[src/rtl/nqueen_pkg.sv]
// Shared definitions for the N-queens engine: FSM states, mode encoding and
// diagonal index helpers used by the controller and the occupancy bank.
package nqueen_pkg;

    typedef enum logic [2:0] {
        S_IDLE   = 3'd0,
        S_LOAD   = 3'd1,
        S_SEARCH = 3'd2,
        S_BACK   = 3'd3,
        S_OUT    = 3'd4,
        S_DONE   = 3'd5
    } state_t;

    localparam logic MODE_FIRST = 1'b0;
    localparam logic MODE_COUNT = 1'b1;

    // Anti-diagonal index: constant along r+c.
    function automatic int d1_idx(input int r, input int c);
        return r + c;
    endfunction

    // Main-diagonal index: r-c shifted by n-1 so it is never negative.
    function automatic int d2_idx(input int r, input int c, input int n);
        return r - c + n - 1;
    endfunction

endpackage

[src/rtl/nqueen_occupancy.sv]
// Row / anti-diagonal / diagonal occupancy bank. One set-or-clear write port,
// a combinational safety query and a hit flag for the square being written.
module nqueen_occupancy
    import nqueen_pkg::*;
#(
    parameter int N = 12,
    parameter int W = $clog2(N + 1)
) (
    input  logic         clk,
    input  logic         rst,
    input  logic         clr_all_i,
    input  logic         wr_en_i,
    input  logic         wr_set_i,
    input  logic [W-1:0] wr_r_i,
    input  logic [W-1:0] wr_c_i,
    input  logic [W-1:0] q_r_i,
    input  logic [W-1:0] q_c_i,
    output logic         safe_o,
    output logic         hit_o
);

    // Diagonal indices reach 2N-2, so they carry one extra bit. Masks are
    // sized to the full index range so any index value selects a real bit.
    localparam int DW = W + 1;
    localparam int NR = 2 ** W;
    localparam int ND = 2 ** DW;

    logic [NR-1:0] rowm_q;
    logic [ND-1:0] d1_q;
    logic [ND-1:0] d2_q;

    logic [DW-1:0] wr_d1, wr_d2, q_d1, q_d2;

    assign wr_d1 = DW'(d1_idx(int'(wr_r_i), int'(wr_c_i)));
    assign wr_d2 = DW'(d2_idx(int'(wr_r_i), int'(wr_c_i), N));
    assign q_d1  = DW'(d1_idx(int'(q_r_i), int'(q_c_i)));
    assign q_d2  = DW'(d2_idx(int'(q_r_i), int'(q_c_i), N));

    assign hit_o  = rowm_q[wr_r_i] | d1_q[wr_d1] | d2_q[wr_d2];
    assign safe_o = ~(rowm_q[q_r_i] | d1_q[q_d1] | d2_q[q_d2]);

    // Mask update: wipe on reset/job end, otherwise set or clear one queen.
    always_ff @(posedge clk) begin
        if (rst || clr_all_i) begin
            rowm_q <= '0;
            d1_q   <= '0;
            d2_q   <= '0;
        end else if (wr_en_i) begin
            rowm_q[wr_r_i] <= wr_set_i;
            d1_q[wr_d1]    <= wr_set_i;
            d2_q[wr_d2]    <= wr_set_i;
        end
    end

endmodule

[src/rtl/nqueen_solver.sv]
// N-queens backtracking engine. Pre-placed queens arrive serially; the engine
// then returns either the first completed board (column order) or the number
// of completions. Handshake: in_valid is a single-cycle beat with no
// back-pressure, in_valid_num marks the first beat of a job; out_valid marks
// each result beat and the result fields are zero whenever it is low.
module nqueen_solver
    import nqueen_pkg::*;
#(
    parameter int N  = 12,
    parameter int W  = $clog2(N + 1),
    parameter int CW = 16
) (
    input  logic          clk,
    input  logic          rst,
    input  logic          in_valid,
    input  logic [W-1:0]  col,
    input  logic [W-1:0]  row,
    input  logic          in_valid_num,
    input  logic [W-1:0]  in_num,
    input  logic          in_mode,
    output logic          out_valid,
    output logic [W-1:0]  out,
    output logic [CW-1:0] out_cnt,
    output logic          out_fail,
    output logic [2:0]    dbg_state
);

    localparam int             NP  = 2 ** W;
    localparam logic [W-1:0]   NW  = W'(N);
    localparam logic [W-1:0]   ONE = W'(1);

    state_t        state_q;
    logic          mode_q;
    logic [W-1:0]  k_q, ld_cnt_q, c_q, r_q, idx_q;
    logic          conflict_q;
    logic [CW-1:0] cnt_q;
    logic [NP-1:0] fixed_q;
    logic [W-1:0]  pos_q [NP];

    logic          out_valid_q, out_fail_q;
    logic [W-1:0]  out_q;
    logic [CW-1:0] out_cnt_q;

    logic          wr_en, wr_set;
    logic [W-1:0]  wr_r, wr_c;
    logic          occ_safe, occ_hit, clr_all;
    logic          load_beat, ld_mode, ld_last, ld_conf, try_place;
    logic          bk_found;
    logic [W-1:0]  bk_c;

    assign load_beat = in_valid && ((state_q == S_IDLE && in_valid_num) || state_q == S_LOAD);
    assign ld_mode   = (state_q == S_IDLE) ? in_mode : mode_q;
    assign ld_last   = (state_q == S_IDLE) ? (in_num == ONE) : (ld_cnt_q + ONE == k_q);
    assign ld_conf   = conflict_q | occ_hit | fixed_q[col];
    assign try_place = (state_q == S_SEARCH) && (c_q != NW) && !fixed_q[c_q]
                       && (r_q != NW) && occ_safe;
    assign clr_all   = (state_q == S_DONE) || (state_q == S_OUT && idx_q == NW);

    // Backtrack target: highest free (non-fixed) column strictly below c.
    always_comb begin
        bk_found = 1'b0;
        bk_c     = '0;
        for (int i = 0; i < N; i++) begin
            if (W'(i) < c_q && !fixed_q[W'(i)]) begin
                bk_found = 1'b1;
                bk_c     = W'(i);
            end
        end
    end

    // Occupancy write port: load beats, trial placements and backtrack removals.
    always_comb begin
        wr_en  = 1'b0;
        wr_set = 1'b1;
        wr_r   = row;
        wr_c   = col;
        if (load_beat) begin
            wr_en = 1'b1;
        end else if (try_place) begin
            wr_en = 1'b1;
            wr_r  = r_q;
            wr_c  = c_q;
        end else if (state_q == S_BACK && bk_found) begin
            wr_en  = 1'b1;
            wr_set = 1'b0;
            wr_r   = pos_q[bk_c];
            wr_c   = bk_c;
        end
    end

    nqueen_occupancy #(.N(N), .W(W)) u_occ (
        .clk       (clk),
        .rst       (rst),
        .clr_all_i (clr_all),
        .wr_en_i   (wr_en),
        .wr_set_i  (wr_set),
        .wr_r_i    (wr_r),
        .wr_c_i    (wr_c),
        .q_r_i     (r_q),
        .q_c_i     (c_q),
        .safe_o    (occ_safe),
        .hit_o     (occ_hit)
    );

    // Board record: row of each column and which columns were pre-placed.
    always_ff @(posedge clk) begin
        if (rst || clr_all) begin
            fixed_q <= '0;
            for (int i = 0; i < NP; i++) pos_q[i] <= '0;
        end else if (wr_en && wr_set) begin
            pos_q[wr_c] <= wr_r;
            if (load_beat) fixed_q[wr_c] <= 1'b1;
        end
    end

    // Controller FSM with registered result outputs.
    always_ff @(posedge clk) begin
        if (rst) begin
            state_q     <= S_IDLE;
            mode_q      <= MODE_FIRST;
            k_q         <= '0;
            ld_cnt_q    <= '0;
            c_q         <= '0;
            r_q         <= '0;
            idx_q       <= '0;
            conflict_q  <= 1'b0;
            cnt_q       <= '0;
            out_valid_q <= 1'b0;
            out_q       <= '0;
            out_cnt_q   <= '0;
            out_fail_q  <= 1'b0;
        end else begin
            case (state_q)
                S_IDLE, S_LOAD: begin
                    if (load_beat) begin
                        if (state_q == S_IDLE) begin
                            mode_q <= in_mode;
                            k_q    <= in_num;
                        end
                        ld_cnt_q   <= ld_cnt_q + ONE;
                        conflict_q <= ld_conf;
                        if (ld_last) begin
                            if (ld_conf) begin
                                state_q     <= S_DONE;
                                out_valid_q <= 1'b1;
                                out_q       <= '0;
                                out_cnt_q   <= '0;
                                out_fail_q  <= (ld_mode == MODE_FIRST);
                            end else begin
                                state_q <= S_SEARCH;
                                c_q     <= '0;
                                r_q     <= '0;
                                cnt_q   <= '0;
                            end
                        end else begin
                            state_q <= S_LOAD;
                        end
                    end
                end
                S_SEARCH: begin
                    if (c_q == NW) begin
                        if (mode_q == MODE_FIRST) begin
                            state_q     <= S_OUT;
                            out_valid_q <= 1'b1;
                            out_q       <= pos_q[0];
                            idx_q       <= ONE;
                        end else begin
                            if (cnt_q != '1) cnt_q <= cnt_q + CW'(1);
                            state_q <= S_BACK;
                        end
                    end else if (fixed_q[c_q]) begin
                        c_q <= c_q + ONE;
                    end else if (r_q == NW) begin
                        state_q <= S_BACK;
                    end else if (occ_safe) begin
                        c_q <= c_q + ONE;
                        r_q <= '0;
                    end else begin
                        r_q <= r_q + ONE;
                    end
                end
                S_BACK: begin
                    if (!bk_found) begin
                        state_q     <= S_DONE;
                        out_valid_q <= 1'b1;
                        out_q       <= '0;
                        out_fail_q  <= (mode_q == MODE_FIRST);
                        out_cnt_q   <= (mode_q == MODE_COUNT) ? cnt_q : '0;
                    end else begin
                        c_q     <= bk_c;
                        r_q     <= pos_q[bk_c] + ONE;
                        state_q <= S_SEARCH;
                    end
                end
                S_OUT: begin
                    if (idx_q == NW) begin
                        state_q     <= S_IDLE;
                        out_valid_q <= 1'b0;
                        out_q       <= '0;
                        cnt_q       <= '0;
                        conflict_q  <= 1'b0;
                        ld_cnt_q    <= '0;
                    end else begin
                        out_q <= pos_q[idx_q];
                        idx_q <= idx_q + ONE;
                    end
                end
                S_DONE: begin
                    state_q     <= S_IDLE;
                    out_valid_q <= 1'b0;
                    out_q       <= '0;
                    out_cnt_q   <= '0;
                    out_fail_q  <= 1'b0;
                    cnt_q       <= '0;
                    conflict_q  <= 1'b0;
                    ld_cnt_q    <= '0;
                end
                default: state_q <= S_IDLE;
            endcase
        end
    end

    assign out_valid = out_valid_q;
    assign out       = out_q;
    assign out_cnt   = out_cnt_q;
    assign out_fail  = out_fail_q;
    assign dbg_state = state_q;

endmodule

[config.mk]
export PLATFORM = sky130hd
export DESIGN_NAME = nqueen_solver
export DESIGN_NICKNAME = d
export VERILOG_FILES = /design/src/rtl/nqueen_pkg.sv /design/src/rtl/nqueen_occupancy.sv /design/src/rtl/nqueen_solver.sv
export SDC_FILE = /design/constraint.sdc
export NUM_CORES = 1
export LEC_CHECK = 0
export BUFFER_PORTS_ARGS = -buffer_cell sky130_fd_sc_hd__buf_2
export CORE_ASPECT_RATIO = 0.5
export CORE_MARGIN = 4
export CORE_UTILIZATION = 62
export CTS_CLUSTER_DIAMETER = 30
export CTS_CLUSTER_SIZE = 24
export DETAILED_ROUTE_END_ITERATION = 6
export PLACE_DENSITY = 0.8
export RECOVER_POWER = 100
export SLEW_MARGIN = 20
export SYNTH_ARGS = -nofsm -noshare
export SYNTH_HDL_FRONTEND = slang
export SYNTH_SLANG_ARGS = --single-unit
[constraint.sdc]
create_clock -name clk -period 15.8 [get_ports clk]
set_input_delay 0.79 -clock clk [delete_from_list [all_inputs] [get_ports clk]]
set_output_delay 0.79 -clock clk [all_outputs]
set_load 0.01 [all_outputs]
# Word level (Yosys, flattened, before mapping)
# Memory sizes are Yosys's and may differ from the RTL's. A register that Yosys moved wholly into a read port is not among the register bits.
# Cells that the tools add are included.
# Widths: inputs -> output; s select.
# op_classes
magnitude_cmp,21
n_addsub,14
div_mod_pow,0
n_mul,0
bitwise,10
n_eq_ne,32
reduce_logical,54
shift,0
n_mux,135
# op_table
cell,n
$mux 16,12
$mux 4,41
$bwmux 32,2
$pmux 16 s4,1
$pmux 16 s3,1
$mux 1,47
$pmux 4 s3,3
$reduce_and 8->1,4
$mux 3,9
$lt 4x5->1 const B,5
$lt 5x6->1 const B,4
$ne 2x2->1 const B,12
$logic_and 1x1->1,21
$add 4x1->4 const B,5
$bmux 1 s5,4
$pmux 4 s5,1
$add 16x1->16 const B,1
$bmux 1 s4,4
$bwmux 16,1
$lt 3x4->1 const A,4
$ne 16x16->1 const B,1
$or 16x16->16,1
$eq 4x4->1 const B,3
$pmux 3 s4,1
other kinds (38),78
# totals
ram_bits,64
out_inout_bits,25
mem_count,1
latch_bits,0
rom_bits,0
reg_bits,159
# mem_list
name,words,word_bits,rd,rd_ports_with_merged_regs,wr,line_no,rtl
pos_q,16,4,3,1,16,nqueen_solver.sv:38,logic [W-1:0] pos_q [NP];

# Logic depth before layout (Yosys ltp)
# logic_depth
word_depth,26
mapped_depth,31
depth_no_buf,28

# Cells and area by module
# Synthesis repeated with hierarchy kept, for this count alone.
# hier_totals
hier_cells,1324
hier_area_um2,13070.0
# by_module_without_submodules
mod,cells_each,instances,area_per_inst_um2
nqueen_solver,775,1,7748.7
nqueen_occupancy,549,1,5321.4

# Least setup slack after synthesis
# No wires, ideal clock.
# synth_timing
path_type,register -> register
from,register c_q[1]
to,"register out_cnt_q[10], in the netlist out_cnt[10]"
arrival_ps,7198
slack_ps,8543
period_less_slack_ps,7257
path_stages_with_launch,31
setup_time_ps,60
cell_sequence,dfxtp_1 > clkbuf_1 > inv_1 > ha_1 > ha_1 > inv_1 > fa_1 > xnor2_1 > nor2b_1 > a2111oi_0 > a211o_1 > o211ai_1 > o32ai_1 > nor2_4 > inv_1 > clkbuf_1 > clkbuf_1 > ha_1 > inv_1 > ha_1 > a21oi_1 > xnor2_1 > nor2_1 > a22oi_1 > o21ai_0 > a2111oi_0 > o211a_1 > a41oi_2 > a211oi_4 > buf_6 > a22o_1
# synth_via
elab_chain_len,24
# synth_lines
item,line_no,rtl
from (decl),nqueen_solver.sv:34,"logic [W-1:0] k_q, ld_cnt_q, c_q, r_q, idx_q;"
from (signal assigned),nqueen_solver.sv:172,c_q <= c_q + ONE;
from (signal assigned),nqueen_solver.sv:176,c_q <= c_q + ONE;
from (signal assigned),nqueen_solver.sv:190,c_q <= bk_c;
"parallel branches: the longest is 12 deep, another holds $sub 4x4->5",--,
$mux 4 *,nqueen_solver.sv:79,end else if (try_place) begin
$mux 4 *,nqueen_solver.sv:77,if (load_beat) begin
via u_occ.wr_r_i[2],nqueen_occupancy.sv:14,"input logic [W-1:0] wr_r_i,"
$sub 4x4->5,nqueen_pkg.sv:24,return r - c + n - 1;
$add 5x5->5,nqueen_pkg.sv:24,
$sub 5x2->5,nqueen_pkg.sv:24,
$bmux 1 s5,nqueen_occupancy.sv:39,assign hit_o = rowm_q[wr_r_i] | d1_q[wr_d1] | d2_q[wr_d2];
$mux 1 (implied by the code),nqueen_occupancy.sv:39,
$or 1x1->1 *,nqueen_occupancy.sv:39,
$or 1x1->1 * (2 in series),nqueen_solver.sv:54,assign ld_conf = conflict_q | occ_hit | fixed_q[col];
$ne 2x2->1 (no source line) *,--,
$reduce_and 5->1 (no source line) *,--,
to (signal assigned),nqueen_solver.sv:188,out_cnt_q <= (mode_q == MODE_COUNT) ? cnt_q : '0;
to (decl),nqueen_solver.sv:42,logic [CW-1:0] out_cnt_q;
# Mark *: on every way through the listed nets, which the timed path passes. The select of a mux whose other input is x is not followed.
# A chain may end at the register's enable or synchronous reset.

# Worst setup path after layout
# layout_timing
from,register c_q[1]
to,"register out_cnt_q[13], in the netlist out_cnt[13]"
# Same word-level chain as after synthesis.

==> results.yml <==
setup_path:
  worstReg2RegEnd: "out_cnt[13]$_SDFFE_PP0P_"
  cp.arrival_ns: 11.71
  critPathMaxFanout: 19
  timing.rr.start: "c_q[1]$_SDFFE_PP0P_"
  rrSetupSlack_ns: 4.58
  startpoint_type: "flop"
  cp.required_ns: 16.29
  endpoint_kind: "flop"
  r2r_cells: 27
  crit_type: "flop to flop"
clock_network:
  cts.repair.resized: 0
  cts_root_buf: "clkbuf_16"
  cts_setup_buffers: 0
  cts_buffer_depth: 3
  cts.hold.buffers_added: 0
  cts.clk_slew.worst_paths_ns: 0.07
  cts_max_level: 1
  cts.sinks: 227
  cts_tree: "done"
  cts_buffers: 30
  clk_latency_ns: 0.57
pwr:
  cellLeakagePower_uw: 0.00488
  powerDensity_nw_per_um2: 106
  swShare_pct: 27.9
  p_comb_share_pct: 10.7
  p_int_uw: 1080
  vdd_ir_drop_max_mv: 0.0910
  clock_power_share_pct: 47.6
  power_switching_uw: 417
  p_seq_share_pct: 41.7
  power.total_uw: 1490
job:
  cap_violations: 2
sta:
  max_slew_margin_pct: -32.1
  rsz0062_at_grt: "false"
  fin_crit_ns: 11.22
  hold_violations: 0
  fmax_mhz: 89.1
  setup_viol: 0
  setup_tns_ns: 0
  skew_ns: 0.0237
  slew_viol_final: 18
  tightest_slew_ns: 1.97
  fin_crit_sh_pct: 71.0
die:
  io_pins: 42
  rows: 36
  start_util_pct: 64.5
  core_um2: 19900
  die_h_um: 110
  die_w_um: 212
  die-area_um2: 23200
synth:
  ys_types: 82
  ys_ff_latch: 227
  synth_edf_count: 64
  yosysTopAreaCellShare_pct: 25.4
  synth_fp_nets: 1372
  yosys_warnings: 0
  synth.avg_cell_area_um2: 9.72
  synth_xor_area_share_pct: 1.43
  syn_inst: 1321
  synthAdderAreaFrac_pct: 3.56
  synth_area_um2: 12800
  synthSimpleGateAreaFrac_pct: 15.4
  ys_seq_area_share_pct: 40.4
  synth_flop_cell: "dfxtp_1"
  synth_most_common_cell: "nor2_1"
  synth_compound_area_share_pct: 21.5
  synthArstFlopShare_pct: 0
  synth.largest_area_cell: "dfxtp_1"
  synth_common_cells: "172 x nor2_1, 163 x dfxtp_1, 136 x a21oi_1, 90 x nand2_1, 74 x a311oi_1"
  synth_area_leaders: "dfxtp_1 25%, edfxtp_1 15%, mux4_2 12%"
  synth.area.mux_share_pct: 13.5
  synth_top_family_by_area: "compound AO/OA/AOI/OAI gates"
drt:
  vias_per_cell: 6.99
  drt_pass1_iterations: 6
  drt_iter0_drc: 1469
  wl_per_cell_um: 22.4
  wirelength_um: 36100
  drc_errors: 0
  num_vias: 11200
  ant_nets: 0
place:
  io_buffers: 41
  dp.final_hpwl_um: 24900
  gp_congestion: 0.956
cells_and_area:
  area_delta_synth_final_pct: 9.86
  antenna-diode-count: 0
  final_nets: 1368
  drive_gt1_share_pct: 13.5
  fillers: 1467
global_route:
  grt_max_degree: 98
  antenna_found_initial: 0
  grt_pass1_vias: 10600
  track_usage_pct: 31.1
  grt_pass1_wl_um: 57700
  grt_overflow_total: 0
min_path:
  hold_path_class: "flop to flop"
  hold_end: "out_cnt[10]$_SDFFE_PP0P_"
  whs_path_depth: 1
  min_from: "out_cnt[10]$_SDFFE_PP0P_"
status:
  status: "finished, violations left"
  violations: "capacitance limit, slew limit"
[worst max path at each step]
| stage | from | end | slack, ns | depth (start not counted) |
|---|---|---|---|---|
| 6_report | c_q[1]$_SDFFE_PP0P_ | out_cnt[13]$_SDFFE_PP0P_ | 4.58 | 27 |
| 5_1_grt | c_q[1]$_SDFFE_PP0P_ | out_cnt[0]$_SDFFE_PP0P_ | 3.96 | 27 |
| 4_1_cts | c_q[1]$_SDFFE_PP0P_ | out_cnt[13]$_SDFFE_PP0P_ | 6.98 | 25 |
| 3_5_place_dp | c_q[1]$_SDFFE_PP0P_ | out_cnt[14]$_SDFFE_PP0P_ | 7.09 | 25 |
| 3_3_place_gp | c_q[1]$_SDFFE_PP0P_ | out_cnt[15]$_SDFFE_PP0P_ | 7.39 | 25 |
| 2_1_floorplan | c_q[1]$_SDFFE_PP0P_ | out_cnt[10]$_SDFFE_PP0P_ | 8.54 | 30 |
[power by group through the flow]
stage | Clock [uW] | Sequential, uW | Combinational (uW)
final | 711 | 623 | 160
after global routing | 746 | 624 | 173
after CTS | 716 | 622 | 158
after detailed placement | 0 | 635 | 156
after global placement | 0 | 634 | 152
after floorplan | 0 | 630 | 118
[metal layers]
metal	global-route usage, %	wire [um]
met1	47.3	15900
met2	45.7	15500
met3	7.27	4100
met4	6.43	571
met5	0	0
[registers in the layout, summed over array words and instances (netlist names), 3 cells and up, named ones only]
signal and flops:
ld_cnt_q 4, u_occ.rowm_q 16, k_q 4, pos_q 64
u_occ.d2_q 32, idx_q 4, fixed_q 16, out_cnt 16
out 4, c_q 4, cnt_q 16, u_occ.d1_q 32
dbg_state 3, r_q 4
[layout by cell type (no fill, tap or decap), drive strengths merged, types with 48 or more instances in the layout]
cell    instances
nor2          174
dfxtp         163
a21oi         136
nand2          92
a311oi         74
mux4           67
edfxtp         64
clkbuf         62
inv            55
o21ai          48
[area by class of cell]
type | instances | area, um2 | share of cell area [%]
clock buffers | 33 | 772 | 5.47
clock inverters | 23 | 293 | 2.07
inverters | 45 | 170 | 1.21
multi-input cells | 959 | 7100 | 50.3
flip-flops and latches | 227 | 5190 | 36.7
well taps | 266 | 333 | 2.36
repair buffers | 54 | 256 | 1.82
[logic make-up (layout without fill, tap and decap cells)]
group	count (synthesis)	in the layout
simple gates	419	419
compound gates	396	396
flops	227	227
buf+inv	135	155
mux	88	88
fa+ha+maj	35	35
xor+xnor	21	21
[critical path, cell delays in order, from the launching register on]
cell	delay [ns]
dfxtp_1	0.61
inv_1	0.23
ha_1	0.36
ha_1	0.17
inv_1	0.06
fa_1	0.38
xnor2_1	0.45
nor2b_1	0.09
a2111oi_0	0.47
a211o_1	0.19
o211ai_1	0.19
o32a_2	0.48
nand2_1	0.69
clkinvlp_2	0.86
ha_1	0.59
inv_1	0.08
ha_1	0.21
maj3_1	0.37
a21oi_1	0.27
xnor2_1	0.36
nor2_1	0.32
a22oi_1	0.27
o21ai_0	0.14
a2111oi_0	0.83
o211a_1	0.31
a41oi_1	0.23
a211oi_1	1.61
a22o_1	0.34
[per-stage QoR]
| step | utilization, % | worst slack, ns | cell area (um2) | std cells | hold slack (ns) |
|---|---|---|---|---|---|
| 3_3_place_gp | 66.0 | 7.39 | 13100 | 1551 | 0.459 |
| 4_1_cts | 71.3 | 6.98 | 14200 | 1607 | 0.469 |
| 2_1_floorplan | - | 8.54 | 12800 | 1321 | 0.448 |
| 6_report | 70.9 | 4.58 | 14100 | 1607 | 0.481 |
| 3_5_place_dp | 66.0 | 7.09 | 13100 | 1551 | 0.460 |
| 5_1_grt | 70.9 | 3.96 | 14100 | 1607 | 0.478 |
No activity file was read; power rests on OpenSTA's default activity.
